--- config.mk ---
export PLATFORM = sky130hd
export DESIGN_NAME = conv1x1_oc_scheduler
export DESIGN_NICKNAME = d
export VERILOG_FILES = /design/src/rtl/conv1x1_oc_scheduler.sv
export SDC_FILE = /design/constraint.sdc
export NUM_CORES = 1
export LEC_CHECK = 0
export CAP_MARGIN = 20
export CORE_AREA = 2 2 192 194
export DETAILED_ROUTE_END_ITERATION = 10
export DIE_AREA = 0 0 194 196
export PLACE_DENSITY = 0.65
export SYNTH_ARGS = -nofsm -noshare
export SYNTH_HDL_FRONTEND = slang
export SYNTH_SLANG_ARGS = --single-unit
--- constraint.sdc ---
create_clock -name sys_clk -period 9.7 [get_ports sys_clk]
set_input_delay 0.97 -clock sys_clk [delete_from_list [all_inputs] [get_ports sys_clk]]
set_output_delay 0.97 -clock sys_clk [all_outputs]
set_load 0.01 [all_outputs]
--- src/rtl/conv1x1_oc_scheduler.sv ---
// Output-channel sequencer for the 1x1 convolution datapath: weight/bias table, frame requests, pixel forwarding.
// Optional drain watchdog enabled by defining SCHED_TIMEOUT_EN.
module conv1x1_oc_scheduler #(
    parameter int DATA_W  = 16,
    parameter int MAX_OC  = 8,
    parameter int OC_W    = 3,
    parameter int TIMEOUT = 1024
) (
    input  logic                     sys_clk,
    input  logic                     sys_rst,
    input  logic                     cfg_we,
    input  logic [OC_W-1:0]          cfg_addr,
    input  logic signed [DATA_W-1:0] cfg_weight,
    input  logic signed [DATA_W-1:0] cfg_bias,
    input  logic                     start,
    input  logic [OC_W:0]            num_oc,
    input  logic [8:0]               image_size,
    output logic                     src_frame_start,
    output logic                     src_ready,
    input  logic                     src_data_valid,
    input  logic signed [DATA_W-1:0] src_data,
    output logic                     pe_data_valid,
    output logic signed [DATA_W-1:0] pe_data,
    output logic signed [DATA_W-1:0] pe_weight,
    output logic signed [DATA_W-1:0] pe_bias,
    input  logic                     pe_frame_valid,
    output logic [OC_W-1:0]          oc_index,
    output logic                     busy,
    output logic                     done,
    output logic                     err
);

    typedef enum logic [2:0] {IDLE, LOAD, STREAM, DRAIN, NEXT, FIN} state_t;

    state_t state, state_n;

    logic signed [DATA_W-1:0] w_tab [MAX_OC];
    logic signed [DATA_W-1:0] b_tab [MAX_OC];

    logic [OC_W:0] num_oc_r;
    logic [17:0]   total;
    logic [17:0]   count;
    logic          accept;
    logic          last_beat;
    logic          start_bad;
    logic          last_oc;
    logic          drain_exit;

`ifdef SCHED_TIMEOUT_EN
    localparam int TCW = $clog2(TIMEOUT + 1);
    logic [TCW-1:0] tcnt;
    logic           timed_out;
    assign timed_out  = (tcnt == TCW'(TIMEOUT - 1));
    assign drain_exit = pe_frame_valid | timed_out;
`else
    assign drain_exit = pe_frame_valid;
`endif

    assign accept    = src_data_valid & src_ready;
    assign last_beat = accept && (count == total - 18'd1);
    assign start_bad = (num_oc == '0) || (32'(num_oc) > MAX_OC) || (image_size == '0);
    assign last_oc   = ({1'b0, oc_index} == num_oc_r - 1'b1);

    // Table is deliberately not reset; writes only land while idle.
    always_ff @(posedge sys_clk) begin
        if (!sys_rst && cfg_we && state == IDLE && 32'(cfg_addr) < MAX_OC) begin
            w_tab[cfg_addr] <= cfg_weight;
            b_tab[cfg_addr] <= cfg_bias;
        end
    end

    always_comb begin
        state_n = state;
        case (state)
            IDLE:    if (start) state_n = start_bad ? FIN : LOAD;
            LOAD:    state_n = STREAM;
            STREAM:  if (last_beat) state_n = DRAIN;
            DRAIN:   if (drain_exit) state_n = NEXT;
            NEXT:    state_n = last_oc ? FIN : LOAD;
            FIN:     state_n = IDLE;
            default: state_n = IDLE;
        endcase
    end

    always_ff @(posedge sys_clk) begin
        if (sys_rst) begin
            state           <= IDLE;
            src_frame_start <= 1'b0;
            src_ready       <= 1'b0;
            pe_data_valid   <= 1'b0;
            pe_data         <= '0;
            pe_weight       <= '0;
            pe_bias         <= '0;
            oc_index        <= '0;
            busy            <= 1'b0;
            done            <= 1'b0;
            err             <= 1'b0;
            num_oc_r        <= '0;
            total           <= '0;
            count           <= '0;
`ifdef SCHED_TIMEOUT_EN
            tcnt            <= '0;
`endif
        end else begin
            state           <= state_n;
            // LOAD lasts one cycle, so entering it is exactly the frame request pulse.
            src_frame_start <= (state_n == LOAD);
            done            <= (state == FIN);
            pe_data_valid   <= accept;
            if (accept) pe_data <= src_data;
            case (state)
                IDLE: begin
                    if (start) begin
                        num_oc_r <= num_oc;
                        total    <= 18'(image_size) * 18'(image_size);
                        oc_index <= '0;
                        err      <= start_bad;
                        busy     <= !start_bad;
                    end
                end
                LOAD: begin
                    pe_weight <= w_tab[oc_index];
                    pe_bias   <= b_tab[oc_index];
                    count     <= '0;
                    src_ready <= 1'b1;
                end
                STREAM: begin
                    if (accept) begin
                        count <= count + 18'd1;
                        if (last_beat) src_ready <= 1'b0;
                    end
`ifdef SCHED_TIMEOUT_EN
                    if (last_beat) tcnt <= '0;
`endif
                end
                DRAIN: begin
`ifdef SCHED_TIMEOUT_EN
                    tcnt <= tcnt + 1'b1;
                    if (timed_out && !pe_frame_valid) err <= 1'b1;
`endif
                end
                NEXT: begin
                    if (!last_oc) oc_index <= oc_index + 1'b1;
                end
                FIN: busy <= 1'b0;
                default: ;
            endcase
        end
    end

endmodule

## Yosys cells after proc, flatten, opt, wreduce, memory -nomap -nowiden

Memories as Yosys holds them, arrays and structs flattened. A register that Yosys moved wholly into a read port is not among the register bits.
Cells that the tools add are included.

| cells by class | value |
|---|---|
| add/sub/neg operators | 4 |
| multipliers | 1 |
| magnitude comparators | 1 |
| equality and inequality tests | 12 |
| mux-type cells | 18 |
| bitwise gates (word level) | 1 |
| reduce and logical (&&, ||, !) cells | 18 |

Operator list:

| cell | count |
|---|---|
| 18-bit case mux with 2 select lines | 1 |
| 3-bit 2-to-1 mux | 7 |
| 18-bit by 1-bit adder with 18-bit output, second input constant | 1 |
| 18-bit equality test | 1 |
| 9-bit by 9-bit multiplier with 18-bit output | 1 |
| 18-bit 2-to-1 mux | 1 |
| 18-bit by 1-bit subtractor with 18-bit output, second input constant | 1 |
| 3-bit case mux with 5 select lines | 1 |
| 9-bit zero test | 1 |
| 2-bit inequality test, second input constant | 4 |
| 3-bit by 1-bit equality test with 1-bit output, second input constant | 2 |
| 3-bit by 2-bit equality test with 1-bit output, second input constant | 2 |
| 3-bit equality test, second input constant | 2 |
| 3-bit case mux with 2 select lines | 1 |
| 2-bit AND reduction | 3 |
| 3-bit AND reduction | 2 |
| 2-bit nonzero test | 3 |
| 1-bit 2-to-1 mux | 5 |
| 3-bit by 4-bit equality test with 1-bit output | 1 |
| 4-bit greater-than comparator, second input constant | 1 |
| 4-bit zero test | 1 |
| 1-bit case mux with 2 select lines | 2 |
| 4-bit by 1-bit subtractor with 4-bit output, second input constant | 1 |
| 3-bit by 1-bit adder with 3-bit output, second input constant | 1 |
| 5 further kinds | 9 |

| word-level totals | value |
|---|---|
| register bits after elaboration | 68 |
| bits in writable memories | 256 |
| input bits | 70 |
| output and inout port bits | 57 |
| logic and storage cells | 69 |
| memories | 2 |

Memory list:

| memory | words | width | rd ports | clocked after memory_dff | write ports | line | RTL |
|---|---|---|---|---|---|---|---|
| b_tab | 8 | 16 | 1 | 1 | 1 | 38 | `logic signed [DATA_W-1:0] b_tab [MAX_OC];` |
| w_tab | 8 | 16 | 1 | 1 | 1 | 37 | `logic signed [DATA_W-1:0] w_tab [MAX_OC];` |

## Depth between registers and ports, before layout

| logic depth | value |
|---|---|
| depth in word-level cells | 7 |
| mapped depth | 17 |
| mapped depth without buffers | 16 |

## Worst setup path before layout

OpenSTA, ideal clock, no wires.

| timing path | value |
|---|---|
| path kind | input -> register |
| start | input port image_size[6] |
| end | register total[15] |
| setup time | 0.127 ns |
| arrival time | 5.013 ns |
| required time | 9.573 ns |
| setup slack | 4.560 ns |
| stages on the path | 17 |
| buffers on the path | 1 |
| path through | clkbuf_1 and2_1 fa_1 inv_1 fa_1 inv_1 fa_1 inv_1 fa_1 inv_1 ha_1 o21ai_0 nand2b_1 and3_1 a221o_1 and3_1 or3_1 |

| between the ends | value |
|---|---|
| cells in the longest elaborated chain, start to end | 1 |

Ends and longest elaborated chain:

| item | line | RTL |
|---|---|---|
| start, declared | 17 | `input logic [8:0] image_size,` |
| 9-bit by 9-bit multiplier with 18-bit output | 115 | `total <= 18'(image_size) * 18'(image_size);` |
| end signal, assigned | 115 |  |
| end, declared | 41 | `logic [17:0] total;` |

No other way between the ends.
A chain may end at the register's enable or synchronous reset.

## Final worst setup path

Same ends and word-level chain as after synthesis.

==> impl_metrics.py <==
metrics = {
    "place": {
        "place_ws_ns": 3.84,
        "gp_congestion": 0.786,
        "port_buffers": 126,
        "placed_area_um2": 17800,
        "dpl.hpwl_um": 21400,
        "placedCellCount": 1689,
    },
    "finish": {
        "multiInputGateArea_um2": 5970,
        "drive_gt1_share_pct": 13.2,
        "n_fill_cell": 3022,
        "fin_cells": 1763,
        "seq_area_um2": 9680,
        "stdcell_area_um2": 19100,
        "nets": 1403,
        "area_delta_synth_final_pct": 19.3,
    },
    "synthesis": {
        "syn_area_um2": 16100,
        "yosysWarnings": 0,
        "synth-compound-area-share_pct": 6.09,
        "ys_types": 77,
        "ys_seq_area_share_pct": 60.2,
        "syn_nets": 1275,
        "yosysTopAreaCellShare_pct": 47.9,
        "synthCells": 1134,
        "synth-simple-area-share_pct": 10.1,
        "synth_top_cell_by_area": "edfxtp_1",
        "muxShareOfSynthArea_pct": 11.2,
        "synth_area_per_cell_um2": 14.2,
        "synth_top_family_by_area": "multiplexers",
        "synth_flop_cell": "edfxtp_1",
        "synth-async-reset-ratio_pct": 0,
        "synth_xor_area_share_pct": 2.29,
        "yosys_register_bits": 355,
        "synthAdderAreaFrac_pct": 7.13,
        "ys_top_cells_by_area": "edfxtp_1 48%, dfxtp_1 12%, mux4_2 9.0%",
        "synth_edf_count": 256,
    },
    "clock_tree": {
        "cts_tree": "done",
        "cts_buffer_depth": 3,
        "cts_hold_buf": 0,
        "numCtsBuffers": 39,
        "root_buffer": "clkbuf_16",
        "htreeDepth": 2,
        "postCtsResizedCells": 0,
        "clk_pin_slew_ns": 0.06,
        "cts_sinks": 355,
        "clkLatencyLatePin_ns": 0.55,
        "post_cts.repair.setup_buffers": 0,
    },
    "detailed_routing": {
        "wirelength_um": 34400,
        "num_vias": 9592,
        "ant_nets": 0,
        "dr.pass1.iters": 5,
        "drc": 0,
        "drt_iter0_markers": 431,
        "wl_per_cell_um": 19.5,
        "avgViaCountPerCell": 5.44,
    },
    "setup_path": {
        "start_kind": "input port",
        "arrival_ns": 5.77,
        "path_class": "in2reg",
        "critPathMaxStageDelay_ns": 0.62,
        "critPathRequiredTime_ns": 10.11,
        "cp.buffers_inverters": 5,
        "worstPathCellList": "clkdlybuf4s50_1 -> and2_1 -> fa_1 -> inv_1 -> fa_1 -> inv_1 -> fa_1 -> inv_1 -> fa_1 -> inv_1 -> ha_1 -> o21ai_0 -> nand2b_1 -> and3_1 -> a221o_1 -> and3_1 -> or3_1",
        "cp_top_family": "adder cells",
        "end_kind": "register",
        "crit_slowest_cell": "clkdlybuf4s50_1",
        "worstPathMaxFanout": 12,
    },
    "timing": {
        "maxSlewHeadroom_pct": 34.1,
        "rsz0062_at_grt": "false",
        "finalHoldViolations": 0,
        "slew_violations": 0,
        "fin_crit_sh_pct": 55.2,
        "worstMarginPinSlew_ns": 0.986,
        "setup_viol": 0,
        "fin_ws_ns": 4.34,
        "fin_worst_skew_ns": 0.0248,
        "min_period_ns": 5.36,
        "fmax_ghz": 0.187,
        "setup_tns_ns": 0,
    },
    "global_route": {
        "antenna_found_initial": 4,
        "grt_max_degree": 66,
        "grt_overflow": 0,
        "grt_pass1_wl_um": 54100,
        "grt.total_usage_pct": 18.2,
        "grt_pass1_vias": 9905,
    },
    "flow_run": {
        "maxCapViolCount": 0,
    },
    "power": {
        "clockPowerShare_pct": 37.3,
        "switching_share_pct": 26.3,
        "p_comb_share_pct": 18.8,
        "switchingPower_mw": 1.04,
        "total_power_mw": 3.96,
        "internal_power_mw": 2.92,
        "power.density_nw_per_um2": 207,
        "ir_worst_vdd_mv": 0.175,
        "leakage_nw": 6.45,
        "pwr-share-seq_pct": 43.9,
    },
    "floorplan": {
        "dieArea_um2": 38000,
        "fp.dieH_um": 196,
        "die_x_um": 194,
        "fp-row-count": 70,
        "coreArea_um2": 36100,
        "io_pins": 127,
        "start_util_pct": 44.5,
    },
    "status": {
        "status": "finished clean",
    },
    "min_path": {
        "hold_class": "reg2reg",
    },
}
cells in the final DEF (no fill, tap or decap), types with 11 or more instances in the layout:
cell type	count
o21ai_0	12
nand2_1	78
xor2_1	21
xnor2_1	21
dfxtp_1	96
clkbuf_1	11
clkbuf_16	39
nor2_1	74
or3_1	12
edfxtp_1	256
nand3b_1	13
and2_1	33
ha_1	37
mux2i_1	33
a211oi_1	37
inv_1	60
buf_4	15
nor3_1	18
clkdlybuf4s50_1	125
fa_1	34
a21oi_1	48
mux4_2	64
stage by stage:
stage / hold WS, ns / utilization (%)
final: 0.453 / 53.1
after detailed placement: 0.448 / 49.4
after CTS: 0.456 / 53.1
after global placement: 0.442 / 49.4
after global routing: 0.481 / 53.1
after floorplan: 0.445 / -
routing by layer:
| layer | share of wire, % | track usage [%] | routed length (µm) |
|---|---|---|---|
| met5 | 0.076 | 0 | 26 |
| met4 | 2.3 | 5.39 | 792 |
| met3 | 4.6 | 3.47 | 1590 |
| met2 | 51 | 32.1 | 17400 |
| met1 | 42 | 23.0 | 14500 |
synth_stat cells (33+ instances only):
cell type  count
a21oi_1       48
fa_1          34
mux2i_1       33
and2_1        33
mux4_2        64
nand2_1       78
dfxtp_1       99
a211oi_1      37
inv_1         60
ha_1          37
clkbuf_1      35
edfxtp_1     256
nor2_1        81
worst reg2reg max path, cell delays in order, from the launching register on:
cell and delay (ns):
dfxtp_1 0.37, nor2_1 0.52, nand4b_1 0.50, nor2_4 0.54, buf_4 0.47
logic make-up (layout without fill, tap and decap cells):
kind of cell	count (synthesis)	count (layout)
adders and majority gates	71	71
DFF	355	355
xor gates and xnor gates	42	42
AOI/OAI and AO/OA	144	144
muxes	99	99
and+or+nand+nor	308	308
buffers and inverters	115	274
other	0	2
power by group through the flow:
stage / Combinational, mW / Clock (mW) / Sequential [mW]
2_1_floorplan: 0.540 / 0 / 1.76
3_3_place_gp: 0.740 / 0 / 1.77
3_5_place_dp: 0.750 / 0 / 1.77
4_1_cts: 0.756 / 1.51 / 1.74
5_1_grt: 0.847 / 1.57 / 1.75
6_report: 0.747 / 1.48 / 1.74
registers in the layout (all words and copies together), names as in the netlist, 3 cells and up:
signal and cells:
num_oc_r 4, total 17, pe_data 16, b_tab 128
count 18, w_tab 128, pe_bias 16, pe_weight 16
oc_index 3, state 3
area by class of cell:
class	instances	share of cell area, %
well taps	468	3.06
flip-flops and latches	355	50.5
diodes	2	0.0261
multi-input cells	664	31.2
repair buffers	142	7.24
inverters	60	1.18
clock buffers	55	5.67
clock inverters	17	1.14
final timing paths:
check / slack [ns] / depth (start not counted) / to / start
max: 4.34 / 17 / total[15]$_SDFFE_PP0P_ / image_size[6]
min: 0.45 / 2 / pe_data[9]$_SDFFE_PP0P_ / pe_data[9]$_SDFFE_PP0P_
max reg2reg: 6.94 / 4 / w_tab[4][4]$_DFFE_PP_ / state[1]$_SDFF_PP0_
min reg2reg: 0.45 / 2 / pe_data[9]$_SDFFE_PP0P_ / pe_data[9]$_SDFFE_PP0P_
(Power assumes the default switching activity.)
